### src/rtl/fdivsqrt_sched.sv
// rtl/fdivsqrt_sched.sv - grant/sequencing controller for the shared divide/sqrt unit
module fdivsqrt_sched #(
    parameter int DURLEN = 7
) (
    input  logic              clk,
    input  logic              reset_n,
    input  logic              fp_req,
    input  logic              int_req,
    input  logic [DURLEN-1:0] cycles_e,
    input  logic              special_e,
    input  logic              flush,
    input  logic              stall,
    output logic              start,
    output logic              fp_grant,
    output logic              int_grant,
    output logic              int_sel,
    output logic              owner_int,
    output logic              iter_en,
    output logic              busy,
    output logic              done
);

    typedef enum logic [1:0] {
        IDLE = 2'd0,
        BUSY = 2'd1,
        DONE = 2'd2
    } stateT;

    stateT             state, stateNext;
    logic [DURLEN-1:0] count, countNext;
    logic              ptrInt, ptrIntNext;
    logic              ownerInt, ownerIntNext;
    logic              coolDown, coolDownNext;
    logic              grantFp, grantInt;

    always_ff @(posedge clk or negedge reset_n) begin
        if (!reset_n) begin
            state    <= IDLE;
            count    <= '0;
            ptrInt   <= 1'b0;
            ownerInt <= 1'b0;
            coolDown <= 1'b0;
        end else begin
            state    <= stateNext;
            count    <= countNext;
            ptrInt   <= ptrIntNext;
            ownerInt <= ownerIntNext;
            coolDown <= coolDownNext;
        end
    end

    always_comb begin
        stateNext    = state;
        countNext    = count;
        ptrIntNext   = ptrInt;
        ownerIntNext = ownerInt;
        coolDownNext = 1'b0;
        grantFp      = 1'b0;
        grantInt     = 1'b0;
        iter_en      = 1'b0;
        done         = 1'b0;

        case (state)
            IDLE: begin
                // coolDown blocks the first IDLE cycle after a completed result
                if (!flush && !coolDown) begin
                    if (fp_req && (!int_req || !ptrInt)) begin
                        grantFp = 1'b1;
                    end else if (int_req) begin
                        grantInt = 1'b1;
                    end
                    if (grantFp || grantInt) begin
                        ownerIntNext = grantInt;
                        ptrIntNext   = grantFp;
                        if (special_e || (cycles_e == '0)) begin
                            stateNext = DONE;
                            countNext = '0;
                        end else begin
                            stateNext = BUSY;
                            countNext = cycles_e;
                        end
                    end
                end
            end
            BUSY: begin
                if (flush) begin
                    stateNext = IDLE;
                    countNext = '0;
                end else begin
                    iter_en = 1'b1;
                    if (count <= DURLEN'(1)) begin
                        stateNext = DONE;
                        countNext = '0;
                    end else begin
                        countNext = count - DURLEN'(1);
                    end
                end
            end
            DONE: begin
                if (flush) begin
                    stateNext = IDLE;
                    countNext = '0;
                end else begin
                    done = 1'b1;
                    if (!stall) begin
                        stateNext    = IDLE;
                        coolDownNext = 1'b1;
                    end
                end
            end
            default: begin
                stateNext = IDLE;
                countNext = '0;
            end
        endcase
    end

    assign start     = grantFp | grantInt;
    assign fp_grant  = grantFp;
    assign int_grant = grantInt;
    assign int_sel   = grantInt;
    assign owner_int = ownerInt;
    assign busy      = (state != IDLE);

endmodule

### config.mk
export PLATFORM = sky130hd
export DESIGN_NAME = fdivsqrt_sched
export DESIGN_NICKNAME = d
export VERILOG_FILES = /design/src/rtl/fdivsqrt_sched.sv
export SDC_FILE = /design/constraint.sdc
export NUM_CORES = 1
export LEC_CHECK = 0
export ABC_AREA = 1
export BUFFER_PORTS_ARGS = -buffer_cell sky130_fd_sc_hd__buf_4
export CORE_MARGIN = 4
export CORE_UTILIZATION = 52
export DETAILED_ROUTE_END_ITERATION = 8
export PLACE_DENSITY_LB_ADDON = 0.25
export REMOVE_ABC_BUFFERS = 1
export SYNTH_ARGS = -nofsm -noshare
export SYNTH_HDL_FRONTEND = slang
export SYNTH_SLANG_ARGS = --single-unit
### constraint.sdc
create_clock -name clk -period 1.9 [get_ports clk]
set_input_delay 0.38 -clock clk [delete_from_list [all_inputs] [get_ports clk]]
set_output_delay 0.38 -clock clk [all_outputs]
set_load 0.03 [all_outputs]
# ---- After elaboration in Yosys (flattened, before gate mapping)
# Index checks and enable logic that the tools add are counted.
dict set report totals {
  regBits 12
  in_bits 14
  output_inout_bits 8
  wordCells 62
}
dict set report classes {
  n_addsub 1
  magnitude_cmp 1
  eq_ne 7
  muxes 32
  bitwise_logic 1
  reduce_logical 15
}
# operator n
set ops {}
lappend ops {{7-bit two-way mux} 6}
lappend ops {{7-bit one-hot mux with 3 select lines} 1}
lappend ops {{1-bit two-way mux} 17}
lappend ops {{2-bit two-way mux} 7}
lappend ops {{7-bit by 1-bit <= comparator with 1-bit output, second input constant} 1}
lappend ops {{7-bit zero test} 1}
lappend ops {{7-bit by 1-bit subtractor with 7-bit output, second input constant} 1}
lappend ops {{2-bit != test, second input constant} 3}
lappend ops {{3-bit != test, second input constant} 2}
lappend ops {{2-bit one-hot mux with 3 select lines} 1}
lappend ops {{3-bit AND reduction} 2}
lappend ops {{1-bit zero test} 4}
lappend ops {{4-bit AND reduction} 1}
lappend ops {{1-bit logical OR} 3}
lappend ops {{2-bit by 1-bit equality test with 1-bit output, second input constant} 1}
lappend ops {{2-bit equality test, second input constant} 1}
lappend ops {{1-bit logical AND} 2}
lappend ops {{2-bit zero test} 1}
lappend ops {{2-bit nonzero test} 1}
lappend ops {{1-bit OR} 1}

# ---- Longest topological paths before layout
# Gate-level depths: netlist (run 1).
dict set report depth {
  word_depth 10
  ltp_mapped 9
  ltp_nobuf 9
}

# ---- Worst setup path after synthesis (run 1)
# No wires, ideal clock.
dict set report synth_path {
  path_kind {register to output}
  startpoint {register state[1]}
  endpoint {output int_sel}
  t_arrival_ps 1365
  path_slack_ps 155
  stages_incl_launch_ff 6
  path_buffers 2
  path_cell_list {dfrtp_1 nor2_2 buf_4 nand4_1 inv_1 buf_4}
}
dict set report synth_via {
  elab_chain_len 2
}
# element line
set synth_lines {}
lappend synth_lines {{start, declared} 29} ;# stateT state, stateNext;
lappend synth_lines {{start signal, assigned} 44} ;# state <= stateNext;
lappend synth_lines {{2-bit zero test} 63} ;# case (state)
lappend synth_lines {{1-bit two-way mux} 63}
lappend synth_lines {{end, declared} 16} ;# output logic int_sel,
# Every way passes these cells.

# ---- Worst setup path in the final report (run 1)
dict set report layout_path {
  startpoint {register state[1]}
  endpoint {output iter_en}
}
dict set report layout_via {
  elab_chain_len 2
}
# element line
set layout_lines {}
lappend layout_lines {{2-bit by 1-bit equality test with 1-bit output} 63}
lappend layout_lines {{1-bit two-way mux} 63}
lappend layout_lines {{end, declared} 18} ;# output logic iter_en,
# Every way passes these cells.

==> results of run 1 <==
==> sequential cells by signal, summed over array words and instances, names as in the netlist <==
name / flops
coolDown: 1
count: 7
owner_int: 1
ptrInt: 1
state: 2
==> metal layers <==
layer	track usage	part of all wire	up-vias
li1	-	-	468
met1	0.263	0.46	406
met2	0.306	0.47	29
met3	0.0331	0.062	2
met4	0.0553	0.0049	0
met5	0	0	-
==> cells in the mapped netlist, drive strengths merged <==
cell,count
nor2,14
a21oi,2
nor4,1
nand3,10
buf,2
clkinv,1
xor2,1
dfrtp,12
inv,11
or2,1
nand2,53
o21bai,1
o21ai,3
ha,2
nor3,1
nand4,11
nand3b,2
==> repair_timing <==
item,in CTS,in global routing
endpoints found under the setup margin,0,0
gates resized for setup,0,0
hold buffers,1,0
endpoints found under the hold margin,12,0
==> through the flow <==
| step | cells | worst slack, ns | total power, mW |
|---|---|---|---|
| 2_1_floorplan | 126 | 0.0370 | 1.36 |
| 3_3_place_gp | 164 | 0.430 | 1.64 |
| 3_5_place_dp | 164 | 0.415 | 1.67 |
| 4_1_cts | 169 | 0.117 | 1.88 |
| 5_1_grt | 169 | 0.000257 | 2.06 |
| 6_report | 169 | 0.116 | 1.88 |
==> placed cells by master, fill, tap and decap left out, types with 2 or more instances in the layout <==
cell type / n
buf_4: 22
clkbuf_4: 3
dfrtp_1: 12
ha_1: 2
inv_1: 9
inv_2: 2
nand2_1: 50
nand2_4: 3
nand3_1: 10
nand3b_1: 2
nand4_1: 11
nor2_1: 7
nor2_2: 5
nor2_4: 2
o21ai_0: 2
==> cell families (layout without fill, tap and decap cells) <==
kind of cell	count (synthesis)	count (layout)	share of synthesized area
buffers and inverters	14	39	0.0664
xor gates and xnor gates	1	1	0.00968
AOI/OAI and AO/OA	6	6	0.0443
DFF	12	12	0.332
and+or+nand+nor	93	93	0.520
adders and majority gates	2	2	0.0277
==> power by group through the flow <==
| stage | clock [mW] | combinational, mW | sequential [mW] |
|---|---|---|---|
| after floorplan | 0 | 0.887 | 0.472 |
| after global placement | 0 | 1.17 | 0.472 |
| after detailed placement | 0 | 1.19 | 0.474 |
| after CTS | 0.205 | 1.20 | 0.471 |
| after global routing | 0.224 | 1.35 | 0.488 |
| final | 0.199 | 1.21 | 0.473 |
==> worst paths after layout <==
check	slack, ns	endpoint
hold / removal	0.26	coolDown
min in group asynchronous	0.48	ptrInt
setup / recovery	0.12	iter_en
hold reg to reg	0.52	owner_int
setup reg to reg	0.44	count[6]
max in group asynchronous	1.26	count[2]
==> layout make-up <==
type	count	share of cell area
Inverter	12	0.0402
Clock buffer	4	0.0324
Tap cell	16	0.0179
Timing Repair Buffer	23	0.156
Multi-Input combinational cell	102	0.485
Sequential cell	12	0.268
==> metrics.cfg, run 1 <==
[cts]
root_buffer = clkbuf_4
cts_tree = done
numClockSinks = 12
htree_levels = 1
cts_setup_buffers = 0
clock_latency_ns = 0.26
clk_path_buf_depth = 2
cts_buffers = 3
clk_pin_slew_ns = 0.08

[floorplanning]
coreArea_um2 = 1580
num_rows = 14
die_y_um = 49.7
dieArea_um2 = 2470
io_pins = 22
start_util = 0.574
die_x_um = 49.7

[sta]
rsz0062_at_grt = false
setup-violations-final = 0
fin_crit_sh = 0.939
slew_violations = 0
fmax_ghz = 0.561
relSlewSlack = 0.748
setup_tns_ns = 0
holdWs_ns = 0.262
timing_hold_violations_final = 0
finalClockSkew_ns = 0.00420
worstMarginPinSlew_ns = 0.375
min_period_ns = 1.78

[global_route]
grt_usage = 0.192
antenna_found_initial = 0
grt.overflow.total = 0
grt_pass1_wl_mm = 3.73
grt_max_degree = 13
grt_pass1_vias = 863

[setup_path]
crit_type = flip-flop to primary output
reg2regPathDepth = 9
startpoint_type = flip-flop
cp.required_ns = 1.52
crit_path_max_fanout = 9
cp.arrival_ns = 1.40
critPathSlowestCell = dfrtp_1
timing.rr.start = count[0]
cp_num_buf_inv = 1
worstSetupStartpoint = state[1]
path_cells = or2_4 > nor2_4 > buf_4
cpLargestDelayFamily = simple AND/OR/NAND/NOR gates
cpPeakStageDelay_ns = 0.44
end_kind = primary output
path_depth = 3

[flow_run]
cap_violations = 0

[drt]
wire_per_inst_um = 12.1
ant_nets = 0
first_pass_iters = 4
drtIter0Drc = 23
num_vias = 905
wl_mm = 2.05
route.detailed.drc = 0
vias_per_cell = 5.36

[power]
power_switching_mw = 0.966
clockPowerShare = 0.106
p_leak_nw = 0.614
switching_share = 0.514
seqPwrFrac = 0.251
p_per_area_nw_per_um2 = 1680
p_int_mw = 0.915
power.share.combinational = 0.643
vdd_drop_max_v = 0.000963

[logic_synthesis]
yosys_warnings = 0
syn_area_per_cell_um2 = 7.07
synth_top_cell_area_share = 0.332
synthTopCellsByArea = dfrtp_1 (33%), nand2_1 (21%), nand4_1 (7.6%)
synth_area_um2 = 905
netlist_instances = 128
ys_types = 23
yosysSeqAreaShare = 0.332
synth-seq-cells = 12
post-synth-top-area-cell = dfrtp_1

[status]
status = complete, no violations

[cells_and_area]
multi_input_area_um2 = 544
fillers = 129
drive_gt1_frac = 0.275
regArea_um2 = 300
syn_to_final_growth_pct = 23.9
diodes = 0
fin_area_um2 = 1120
layout.nets = 170
final_core_util = 0.711

[placed_design]
routabilityCongestion = 0.861
io_buffers = 21
dp_hpwl_mm = 1.63
placed_area_um2 = 1070

[hold_path]
min_from = stall
holdPathStages = 2
min_path_type = primary input to flip-flop

No activity file was read; power rests on OpenSTA's default activity.
==> inputs of run 2 (changes only) <==
- BUFFER_PORTS_ARGS: -buffer_cell sky130_fd_sc_hd__buf_4 -> -buffer_cell sky130_fd_sc_hd__buf_2
- CAP_MARGIN: default -> 30
==> metrics.cfg, run 2 (synthesis gave the netlist of run 1 again) <==
[setup_path]
crit_path_max_fanout = 4  ; -5
critPathSlowestCell = dfrtp_1
cp.required_ns = 1.52  ; about the same
crit_type = flip-flop to primary output
cpPeakStageDelay_ns = 0.47  ; +0.03 ns
cp.arrival_ns = 1.43  ; +0.03 ns
path_cells = nor2_4 > inv_2 > nor4_4 > buf_4
startpoint_type = flip-flop
end_kind = primary output

[sta]
fin_crit_sh = 0.952  ; +0.0131
rsz0062_at_grt = false
setup-violations-final = 0  ; unchanged
finalClockSkew_ns = 0.00142  ; -0.00277 ns
worstMarginPinSlew_ns = 0.356  ; -0.0189 ns
min_period_ns = 1.81  ; +0.0248 ns
relSlewSlack = 0.761  ; +0.0127
timing_hold_violations_final = 0  ; unchanged
setup_tns_ns = 0  ; unchanged
slew_violations = 0  ; unchanged
fmax_ghz = 0.553  ; -1.4%

[floorplanning]
die_x_um = 49.7  ; unchanged
coreArea_um2 = 1580  ; unchanged
num_rows = 14  ; unchanged
dieArea_um2 = 2470  ; unchanged
die_y_um = 49.7  ; unchanged
io_pins = 22  ; unchanged
start_util = 0.574  ; unchanged

[cells_and_area]
diodes = 0  ; unchanged
layout.nets = 173  ; +1.8%
reg_top3 = count: 7 flops, state: 2 flops
largest_reg_flops = 7  ; unchanged
largest_register = count
syn_to_final_growth_pct = 21.7
final_cell_mix = nand2_1 (50), buf_2 (19), dfrtp_1 (12)
drive_gt1_frac = 0.288  ; +0.0140
final_common_cell = nand2_1

[cts]
cts_tree = done
cts_buffers = 3  ; unchanged
clk_path_buf_depth = 2  ; unchanged
root_buffer = clkbuf_4
clk_pin_slew_ns = 0.08  ; about the same
htree_levels = 1  ; unchanged
clock_latency_ns = 0.28  ; +0.02 ns
numClockSinks = 12  ; unchanged

[placed_design]
dp_hpwl_mm = 1.62  ; -0.46%
io_buffers = 21  ; unchanged
routabilityCongestion = 0.856  ; -0.56%

[power]
total_power_mw = 1.90  ; +1.1%
vdd_drop_max_v = 0.00118  ; +23%
p_per_area_nw_per_um2 = 1730  ; +2.9%
p_leak_nw = 0.618  ; +0.55%

[drt]
route.detailed.drc = 0  ; unchanged
wire_per_inst_um = 12.7  ; +5.1%
drtIter0Drc = 16  ; -30%
num_vias = 929  ; +2.7%
wl_mm = 2.19  ; +6.9%
first_pass_iters = 4  ; unchanged
vias_per_cell = 5.40  ; +0.86%
ant_nets = 0  ; unchanged

[global_route]
antenna_found_initial = 0  ; unchanged
grt_usage = 0.188  ; -0.00356
grt.overflow.total = 0  ; unchanged
grt_max_degree = 13  ; unchanged
grt_pass1_vias = 809  ; -6.3%
grt_pass1_wl_mm = 3.55  ; -5.0%

[flow_run]
cap_violations = 0  ; unchanged

[status]
status = complete, no violations

[hold_path]
min_path_type = primary input to flip-flop

-- run 2: cell types whose count changed in the layout (fill, tap and decap cells not counted) --
cell and delta:
nor2_4 +1, clkbuf_4 +1, buf_2 +19, buf_4 -17
nor2_2 -1
-- run 2: final cells by class --
| class | instances | area (um2) |
|---|---|---|
| Sequential cell | 12 | 300 |
| Inverter | 12 | 45.0 |
| Fill cell | 141 | 475 |
| Timing Repair Buffer | 26 | 150 |
| Multi-Input combinational cell | 102 | 549 |
| Tap cell | 16 | 20.0 |
| Clock buffer | 4 | 36.3 |
-- run 2: path summary, 6_finish.rpt --
kind                                 from        end  slack [ns]  cells after the start
worst max-delay path             state[1]   fp_grant        0.09                      4
worst min-delay path                stall   coolDown        0.25                      2
worst max register to register   count[0]   count[6]        0.48                      9
worst min register to register  owner_int  owner_int        0.51                      2
max in group asynchronous         reset_n   coolDown        1.18                      2
min in group asynchronous         reset_n  owner_int        0.51                      2
-- run 2: metrics by stage --
stage	hold slack, ns	utilization	worst slack (ns)	instances	area (um2)
2_1_floorplan	0.0844	-	0.0370	126	890
3_3_place_gp	0.276	0.648	0.396	164	1020
3_5_place_dp	0.278	0.648	0.378	164	1020
4_1_cts	0.246	0.678	0.0649	169	1070
5_1_grt	0.246	0.698	0.0267	172	1100
6_report	0.249	0.698	0.0912	172	1100
-- run 2: what timing repair did --
| action | in CTS | in global routing |
|---|---|---|
| endpoints found under the setup margin | 0 | 2 |
| setup buffers | 0 | 3 |
| hold buffers | 1 | 0 |
| resized for setup | 0 | 4 |
| endpoints found under the hold margin | 12 | 0 |
-- run 2: per-layer routing --
layer / track usage / routed length [um] / vias to the layer above
met5: 0 / 0 / -
met4: 0.0829 / 36 / 0
met3: 0.0361 / 85 / 6
met2: 0.289 / 1020 / 24
met1: 0.254 / 1040 / 422
li1: - / - / 477
-- run 2: where the power goes --
group          switching (mW)  internal, mW
Clock                  0.0948         0.117
Combinational           0.773         0.437
Sequential              0.120         0.360
-- run 2: critical path, delay by kind of cell, from the launching register on --
kind | cells | cell delay (ns)
simple gates | 2 | 0.39
buf+inv | 2 | 0.28
flops | 1 | 0.47
==> inputs of run 3 (changes only) <==
- CORE_UTILIZATION: 52 -> 54
- CTS_BUF_LIST: default -> sky130_fd_sc_hd__clkbuf_2 sky130_fd_sc_hd__clkbuf_4 sky130_fd_sc_hd__clkbuf_8
==> metrics.cfg, run 3 (synthesis gave the netlist of run 1 again) <==
[sta]
fmax_ghz = 0.560  ; +1.3%
worstMarginPinSlew_ns = 0.362  ; +0.00603 ns
finalClockSkew_ns = 0.00541  ; +0.00398 ns
fin_crit_sh = 0.939  ; -0.0125
min_period_ns = 1.78  ; -0.0238 ns
setup-violations-final = 0  ; unchanged
relSlewSlack = 0.757  ; -0.00405
slew_violations = 0  ; unchanged
timing_hold_violations_final = 0  ; unchanged

[drt]
wl_mm = 2.24  ; +2.6%
route.detailed.drc = 0  ; unchanged
num_vias = 948  ; +2.0%
first_pass_iters = 4  ; unchanged
ant_nets = 0  ; unchanged
wire_per_inst_um = 13.0  ; +2.6%
drtIter0Drc = 34  ; +18
vias_per_cell = 5.51  ; +2.0%

[floorplanning]
num_rows = 14  ; unchanged
coreArea_um2 = 1540  ; -2.2%
start_util = 0.587  ; +0.0130
die_y_um = 48.9  ; -1.6%
io_pins = 22  ; unchanged
die_x_um = 48.9  ; -1.6%
dieArea_um2 = 2390  ; -3.1%

[hold_path]
min_from = stall
min_path_type = primary input to flip-flop
holdPathStages = 2  ; unchanged
hold-path-endpoint = coolDown

[cts]
numClockSinks = 12  ; unchanged
htree_levels = 1  ; unchanged
cts_tree = done
root_buffer = clkbuf_4
clk_pin_slew_ns = 0.08  ; about the same
clk_path_buf_depth = 2  ; unchanged
clock_latency_ns = 0.28  ; about the same
cts_buffers = 3  ; unchanged

[cells_and_area]
layout.nets = 173  ; unchanged
drive_gt1_frac = 0.288  ; unchanged
final_cell_mix = nand2_1 (50), buf_2 (19), dfrtp_1 (12)
fillers = 124  ; -12%
final_common_cell = nand2_1
final_core_util = 0.714  ; +0.0159
reg_top3 = count: 7 flops, state: 2 flops
largest_register = count
diodes = 0  ; unchanged
largest_reg_flops = 7  ; unchanged
syn_to_final_growth_pct = 21.7  ; unchanged

[power]
p_per_area_nw_per_um2 = 1730  ; +0.12%
total_power_mw = 1.90  ; +0.12%
vdd_drop_max_v = 0.000912  ; -23%
p_leak_nw = 0.618  ; unchanged

[setup_path]
cp.required_ns = 1.52  ; about the same
startpoint_type = flip-flop
crit_type = flip-flop to primary output
reg2regPathDepth = 9  ; unchanged
timing.rr.start = count[0]
rr_endpoint = count[6]
cp.arrival_ns = 1.40  ; -0.03 ns
end_kind = primary output
crit_path_max_fanout = 4  ; unchanged
r2r_slack_ns = 0.50  ; +0.02 ns

[global_route]
grt_usage = 0.194  ; +0.00557
grt.overflow.total = 0  ; unchanged
grt_pass1_wl_mm = 3.63  ; +2.3%
grt_pass1_vias = 871  ; +7.7%
antenna_found_initial = 0  ; unchanged
grt_max_degree = 13  ; unchanged

[placed_design]
dp_hpwl_mm = 1.63  ; +0.83%
routabilityCongestion = 0.802  ; -6.3%
io_buffers = 21  ; unchanged

[flow_run]
cap_violations = 0  ; unchanged

[status]
status = complete, no violations

run 3: area by class of cell:
cell class              instances  area, um2  share of cell area
multi-input cells             102        549               0.499
flip-flops and latches         12        300               0.273
repair buffers                 26        150               0.136
inverters                      12       45.0              0.0409
clock buffers                   4       36.3              0.0330
well taps                      16       20.0              0.0182
run 3: how the worst max path moves through the flow:
stage	startpoint	endpoint	slack, ns	depth (start not counted)
floorplan	state[1]	start	0.04	3
global placement	state[1]	iter_en	0.40	3
detailed placement	state[1]	fp_grant	0.38	4
CTS	state[1]	fp_grant	0.07	4
global route	state[1]	fp_grant	-0.004	4
finish	state[1]	fp_grant	0.12	4
run 3: worst max-delay path, stage by stage (launching register included):
cell and delay (ns):
dfrtp_1 0.47, nor2_4 0.16, inv_2 0.07, nor4_4 0.22, buf_4 0.20
run 3: per-stage QoR:
stage	instances	cell area [um2]	hold slack [ns]	setup WS (ns)	TNS, ns
2_1_floorplan	126	890	0.0844	0.0370	0
3_3_place_gp	164	1020	0.275	0.401	0
3_5_place_dp	164	1020	0.275	0.379	0
4_1_cts	169	1070	0.251	0.0709	0
5_1_grt	172	1100	0.251	-0.00389	-0.00389
6_report	172	1100	0.249	0.115	0
run 3: per-layer routing:
| metal | part of all wire | wire, um | track usage |
|---|---|---|---|
| met1 | 0.43 | 970 | 0.238 |
| met5 | 0 | 0 | 0 |
| met2 | 0.50 | 1120 | 0.324 |
| met4 | 0.0094 | 21 | 0.0673 |
| met3 | 0.057 | 128 | 0.0489 |
run 3: what timing repair did:
item | CTS | global route
endpoints found under the setup margin | 0 | 2
gates resized for setup | 0 | 4
endpoints found under the hold margin | 12 | 0
buffers inserted | 0 | 3
hold buffers | 1 | 0
run 3: power breakdown:
| part | internal [mW] | switching [mW] | total [mW] | leakage, nW |
|---|---|---|---|---|
| Clock | 0.117 | 0.0911 | 0.208 | 0.0210 |
| Combinational | 0.434 | 0.775 | 1.21 | 0.438 |
| Sequential | 0.360 | 0.127 | 0.487 | 0.158 |
| Total | 0.910 | 0.993 | 1.90 | 0.618 |
